===== src/rtl/pdp8_io_bus.sv =====
// rtl/pdp8_io_bus.sv - PDP-8 I/O backplane: IOT decode, IOP1/2/4 sequencing, interrupt mask and priority
// Ports:
//   clk, reset (async, active high)
//   CPU side:  iot, io_select[5:0], mb[11:0], io_data_in[11:0]
//              -> io_data_out[11:0], io_data_avail, io_skip, io_clear_ac, io_done, io_nodev,
//                 io_interrupt, io_int_id
//   Slot side: dev_select[NDEV-1:0], dev_iop[2:0]
//              <- dev_data_out[12*NDEV-1:0], dev_data_avail, dev_skip, dev_clear_ac, dev_interrupt
module pdp8_io_bus #(
    parameter int               NDEV      = 2,
    parameter logic [6*NDEV-1:0] DEV_CODES = {6'o03, 6'o04},
    parameter logic [5:0]       MASK_CODE = 6'o77,
    localparam int              IW        = (NDEV > 1) ? $clog2(NDEV) : 1
) (
    input  logic                 clk,
    input  logic                 reset,
    input  logic                 iot,
    input  logic [5:0]           io_select,
    input  logic [11:0]          mb,
    input  logic [11:0]          io_data_in,
    output logic [11:0]          io_data_out,
    output logic                 io_data_avail,
    output logic                 io_skip,
    output logic                 io_clear_ac,
    output logic                 io_done,
    output logic                 io_nodev,
    output logic                 io_interrupt,
    output logic [IW-1:0]        io_int_id,
    output logic [NDEV-1:0]      dev_select,
    output logic [2:0]           dev_iop,
    input  logic [12*NDEV-1:0]   dev_data_out,
    input  logic [NDEV-1:0]      dev_data_avail,
    input  logic [NDEV-1:0]      dev_skip,
    input  logic [NDEV-1:0]      dev_clear_ac,
    input  logic [NDEV-1:0]      dev_interrupt
);

    typedef enum logic [2:0] {S_IDLE, S_P1, S_P2, S_P4, S_DONE} state_t;

    state_t            state_q, state_d;
    logic              iot_q;
    logic [2:0]        op_q;
    logic [NDEV-1:0]   hit_q, hit_d;
    logic              is_mask_q;
    logic [NDEV-1:0]   mask_q;
    logic [NDEV-1:0]   pend;
    logic [IW-1:0]     int_id_d;
    logic [11:0]       data_acc;
    logic              avail_acc, skip_acc, clr_acc;
    logic              start, op_bit;
    logic [11:0]       slot_data;
    logic              slot_avail, slot_skip, slot_clr;
    logic              unused_bits;

    // Device code is taken from io_select and pulse enables from mb[2:0]; the rest of mb is not needed.
    assign unused_bits = ^{mb[11:3], io_data_in};

    assign start = (state_q == S_IDLE) && iot && !iot_q;
    assign pend  = dev_interrupt & mask_q;

    always_comb begin
        hit_d = '0;
        for (int i = 0; i < NDEV; i++) begin
            hit_d[i] = (io_select == DEV_CODES[6*i +: 6]);
        end
    end

    // Lowest-index pending slot wins; scan downward so the last assignment is the lowest index.
    always_comb begin
        int_id_d = '0;
        for (int i = NDEV - 1; i >= 0; i--) begin
            if (pend[i]) int_id_d = IW'(i);
        end
    end

    // Response of the selected slot (hit_q is one-hot or empty); data only counts with avail.
    always_comb begin
        slot_data  = '0;
        slot_avail = 1'b0;
        slot_skip  = 1'b0;
        slot_clr   = 1'b0;
        for (int i = 0; i < NDEV; i++) begin
            if (hit_q[i]) begin
                slot_skip = slot_skip | dev_skip[i];
                slot_clr  = slot_clr  | dev_clear_ac[i];
                if (dev_data_avail[i]) begin
                    slot_data  = slot_data | dev_data_out[12*i +: 12];
                    slot_avail = 1'b1;
                end
            end
        end
    end

    always_ff @(posedge clk or posedge reset) begin
        if (reset) state_q <= S_IDLE;
        else       state_q <= state_d;
    end

    always_comb begin
        state_d       = state_q;
        op_bit        = 1'b0;
        dev_select    = '0;
        dev_iop       = 3'b000;
        io_done       = 1'b0;
        io_nodev      = 1'b0;
        io_data_out   = '0;
        io_data_avail = 1'b0;
        io_skip       = 1'b0;
        io_clear_ac   = 1'b0;
        unique case (state_q)
            S_IDLE: if (start) state_d = S_P1;
            S_P1: begin
                state_d    = S_P2;
                op_bit     = op_q[0];
                dev_select = hit_q;
                dev_iop    = {2'b00, op_q[0] & (|hit_q)};
            end
            S_P2: begin
                state_d    = S_P4;
                op_bit     = op_q[1];
                dev_select = hit_q;
                dev_iop    = {1'b0, op_q[1] & (|hit_q), 1'b0};
            end
            S_P4: begin
                state_d    = S_DONE;
                op_bit     = op_q[2];
                dev_select = hit_q;
                dev_iop    = {op_q[2] & (|hit_q), 2'b00};
            end
            S_DONE: begin
                state_d       = S_IDLE;
                io_done       = 1'b1;
                io_nodev      = !(|hit_q) && !is_mask_q;
                io_data_out   = data_acc;
                io_data_avail = avail_acc;
                io_skip       = skip_acc;
                io_clear_ac   = clr_acc;
            end
            default: state_d = S_IDLE;
        endcase
    end

    always_ff @(posedge clk or posedge reset) begin
        if (reset) begin
            iot_q        <= 1'b0;
            op_q         <= 3'b000;
            hit_q        <= '0;
            is_mask_q    <= 1'b0;
            mask_q       <= '1;
            data_acc     <= '0;
            avail_acc    <= 1'b0;
            skip_acc     <= 1'b0;
            clr_acc      <= 1'b0;
            io_interrupt <= 1'b0;
            io_int_id    <= '0;
        end else begin
            iot_q        <= iot;
            io_interrupt <= |pend;
            io_int_id    <= int_id_d;
            if (start) begin
                op_q      <= mb[2:0];
                hit_q     <= hit_d;
                is_mask_q <= (io_select == MASK_CODE);
                data_acc  <= '0;
                avail_acc <= 1'b0;
                skip_acc  <= 1'b0;
                clr_acc   <= 1'b0;
            end else if (op_bit) begin
                if (is_mask_q) begin
                    // Mask register: IOP1 skips on a pending enabled request, IOP2 reads, IOP4 writes.
                    unique case (state_q)
                        S_P1: skip_acc <= skip_acc | (|pend);
                        S_P2: begin
                            data_acc  <= data_acc | 12'(mask_q);
                            avail_acc <= 1'b1;
                        end
                        S_P4: mask_q <= io_data_in[NDEV-1:0];
                        default: ;
                    endcase
                end else if (|hit_q) begin
                    skip_acc <= skip_acc | slot_skip;
                    clr_acc  <= clr_acc | slot_clr;
                    if (slot_avail) begin
                        data_acc  <= data_acc | slot_data;
                        avail_acc <= 1'b1;
                    end
                end
            end
        end
    end

endmodule


===== config.mk =====
export PLATFORM = sky130hd
export DESIGN_NAME = pdp8_io_bus
export DESIGN_NICKNAME = d
export VERILOG_FILES = /design/src/rtl/pdp8_io_bus.sv
export SDC_FILE = /design/constraint.sdc
export NUM_CORES = 1
export LEC_CHECK = 0
export CAP_MARGIN = 0
export CORE_MARGIN = 2
export CORE_UTILIZATION = 25
export CTS_CLUSTER_DIAMETER = 120
export CTS_CLUSTER_SIZE = 24
export DETAILED_ROUTE_END_ITERATION = 10
export GPL_ROUTABILITY_DRIVEN = 0
export GPL_TIMING_DRIVEN = 0
export MAX_ROUTING_LAYER = met4
export PLACE_DENSITY = 0.68
export SLEW_MARGIN = 20
export SYNTH_ARGS = -nofsm -noshare
export SYNTH_HDL_FRONTEND = slang
export SYNTH_SLANG_ARGS = --single-unit

===== constraint.sdc =====
create_clock -name clk -period 2.7 [get_ports clk]
set_input_delay 0.54 -clock clk [delete_from_list [all_inputs] [get_ports clk]]
set_output_delay 0.54 -clock clk [all_outputs]
set_load 0.005 [all_outputs]

==> results.toml <==
[cts]
h-tree-depth = 2
clock-root-buffer = "clkbuf_8"
cts.path.max_buffers = 2
ctsHoldBuffers = 0
clkLatencyLatePin_ps = 270
cts.sinks = 29
path_clk_slew_ps = 60
cts_tree = "yes"
cts_buffers = 5

[timing]
clock_skew_ps = 3.86
hold_ws_ps = 488
slew_viol_final = 0
hold_viol = 0
max_freq_ghz = 0.390
finalCriticalPeriod_ps = 2560
rsz0062_at_grt = "false"
setup_viol = 0
tns_ps = 0
period_share = 0.949
tightest_slew_ps = 614
relSlewSlack = 0.589

[route]
viasPerCell = 4.70
drc = 0
routedWlPerCell_um = 14.6
firstDrtPassIters = 4
drt_iter0_markers = 69
route.vias.total = 1372
postRouteAntennaNets = 0
routed_wl_um = 4260

[worst_setup_path]
crit_fanout = 10
cp_top_family = "buffers and inverters"
path_buf_inv = 3
rr_startpoint = "state_q[1]"
required_ps = 2160
reg2reg_to = "data_acc[10]"
slowest_delay_ps = 520
path_class = "flop to output port"
rrSetupSlack_ps = 990
end_kind = "output port"
slowest_stage = "clkdlybuf4s50_1"
path_cells = "buf_6 > nor2_2 > clkbuf_2 > and3_1 > clkdlybuf4s50_1"
critical_path_arrival_ps = 2020
r2r_cells = 5
cp-start-kind = "flop"

[logic_synthesis]
synth_cells = 141
syn_area_sq_um = 1540
synth-seq-cells = 29
synth_cell_types = 35
syn_area_per_cell_sq_um = 10.9
syn_nets = 206
synth-seq-area-share = 0.474
yosysWarningCount = 0

[finish]
n_antenna_cell = 0
fill_cells = 581
fin_cells = 292
area_growth_pct = 57.0
nets = 282
drive_gt1_frac = 0.115

[global_route]
grt_max_degree = 30
grt_pass1_wl_um = 6590
use_met3 = 0.0250
antenna_found_initial = 0
use_met2 = 0.199
track_usage = 0.134
grt_pass1_vias = 1350
met1_usage = 0.178
gr-max-usage-layer = "met2"
grt-ovfl-total = 0

[floorplan]
pin_count = 89
start_util = 0.259
fp.coreArea_sq_um = 5920
die_area_sq_um = 6780
die_w_um = 82.4
fp-row-count = 28
die_h_um = 82.4

[status]
status = "completed"

[placed_design]
io_buffer_count = 69
hpwl_um = 3270
dp_cells = 285

[pwr]
power.density_nw_per_um2 = 584
p_leak_nw = 1.03
power_mw = 1.41
peakVddDrop_uv = 255

[hold_path]
hold_path_startpoint = "avail_acc"
holdPathEnd = "avail_acc"
whs_path_depth = 1
hold_path.class = "flop to flop"

[job]
drv.max_cap_violation_count = 0
[cell usage in the layout, fill, tap and decap left out, types with 2 or more instances in the layout]
master / n
dfstp_2: 2
o31ai_1: 2
and3b_1: 2
and3b_2: 2
nand4_1: 2
a22oi_1: 2
clkbuf_8: 6
and2_1: 3
and3_1: 15
nor3b_1: 3
nand3b_1: 2
o21a_1: 4
clkdlybuf4s50_1: 69
a221oi_1: 2
nand2_1: 7
a211oi_1: 2
a22o_1: 23
inv_1: 2
mux2_2: 5
a21oi_1: 3
clkbuf_1: 8
nor2_1: 6
dfrtp_1: 27
buf_6: 2
[cell type report]
class                      instances  area (sq um)  area share
buffer                            11          61.3      0.0254
sequential                        29           728       0.302
tap                               75          93.8      0.0389
inverter                           3          11.3     0.00467
clock buffer                       7          86.3      0.0358
multi-input combinational         98           738       0.306
timing repair buffer              69           691       0.287
[worst reg2reg max path, cell delays in order, from the launching register on]
cell	delay (ps)
dfrtp_1	370
buf_6	140
and3b_2	260
a21oi_4	60
nor4b_4	590
a22o_1	230
[stage by stage]
step                      setup slack [ps]  cell area [sq um]   util
final                                  138               2410  0.407
after global routing                  26.2               2410  0.407
after CTS                            0.820               2410  0.407
after detailed placement               162               2320  0.392
after global placement                 195               2320  0.392
after floorplan                        990               1540      -
[how the worst max path moves through the flow]
stage	startpoint	end	slack, ps	cells past startpoint
after floorplan	state_q[1]	io_data_out[10]	990	4
after global placement	state_q[1]	io_data_out[7]	200	5
after detailed placement	state_q[1]	io_data_out[9]	160	5
after CTS	state_q[1]	io_data_out[7]	0.8	5
after global routing	state_q[1]	io_data_out[3]	30	5
final	state_q[1]	io_data_out[7]	140	5
[kinds of logic (layout without fill, tap and decap cells)]
family | after synthesis | in the layout | share of synthesized area
XOR/XNOR | 1 | 1 | 0.00571
flip-flops | 29 | 29 | 0.474
AO/OA/AOI/OAI | 42 | 42 | 0.227
AND/OR/NAND/NOR | 49 | 49 | 0.200
multiplexers | 6 | 6 | 0.0464
buffers and inverters | 14 | 90 | 0.0465
[cell usage after synthesis, drive strengths merged]
cell / count / area share
o211ai: 1 / 0.0049
a21oi: 4 / 0.020
o41ai: 1 / 0.0057
o21a: 4 / 0.020
nor2b: 1 / 0.0041
nor4: 1 / 0.0041
or2: 1 / 0.0041
nor3b: 3 / 0.015
a22oi: 2 / 0.0098
and3: 15 / 0.061
o21bai: 1 / 0.0049
and3b: 4 / 0.024
dfrtp: 27 / 0.44
inv: 3 / 0.0073
nand4: 2 / 0.0081
nor3: 1 / 0.0033
clkbuf: 8 / 0.020
or3: 1 / 0.0041
a221oi: 2 / 0.011
nand2: 7 / 0.017
xnor2: 1 / 0.0057
nor4b: 1 / 0.015
a211oi: 2 / 0.0098
nand3b: 2 / 0.0098
a22o: 23 / 0.13
dfstp: 2 / 0.034
o31ai: 2 / 0.0098
mux2: 6 / 0.046
buf: 3 / 0.020
nor2: 7 / 0.017
and2: 3 / 0.012
[per-layer routing]
metal | vias to the layer above | routed length (um)
met2 | 41 | 2040
met1 | 639 | 1940
met4 | 0 | 50
li1 | 688 | -
met5 | - | 0
met3 | 4 | 232
[what timing repair did]
action | CTS | global route
endpoints found under the setup margin | 8 | 8
buffers inserted | 0 | 0
resized for setup | 1 | 2
[registers in the layout (all words and copies together) (netlist names)]
| signal | flops |
|---|---|
| hit_q | 2 |
| state_q | 3 |
| io_int_id | 1 |
| op_q | 3 |
| clr_acc | 1 |
| iot_q | 1 |
| avail_acc | 1 |
| mask_q | 2 |
| io_interrupt | 1 |
| is_mask_q | 1 |
| skip_acc | 1 |
| data_acc | 12 |
[where the power goes]
part	total, mW	internal (mW)	switching, mW
registers	0.539	0.502	0.0365
clock network	0.354	0.202	0.152
logic	0.514	0.248	0.266
total	1.41	0.952	0.454
(Power assumes the default switching activity.)
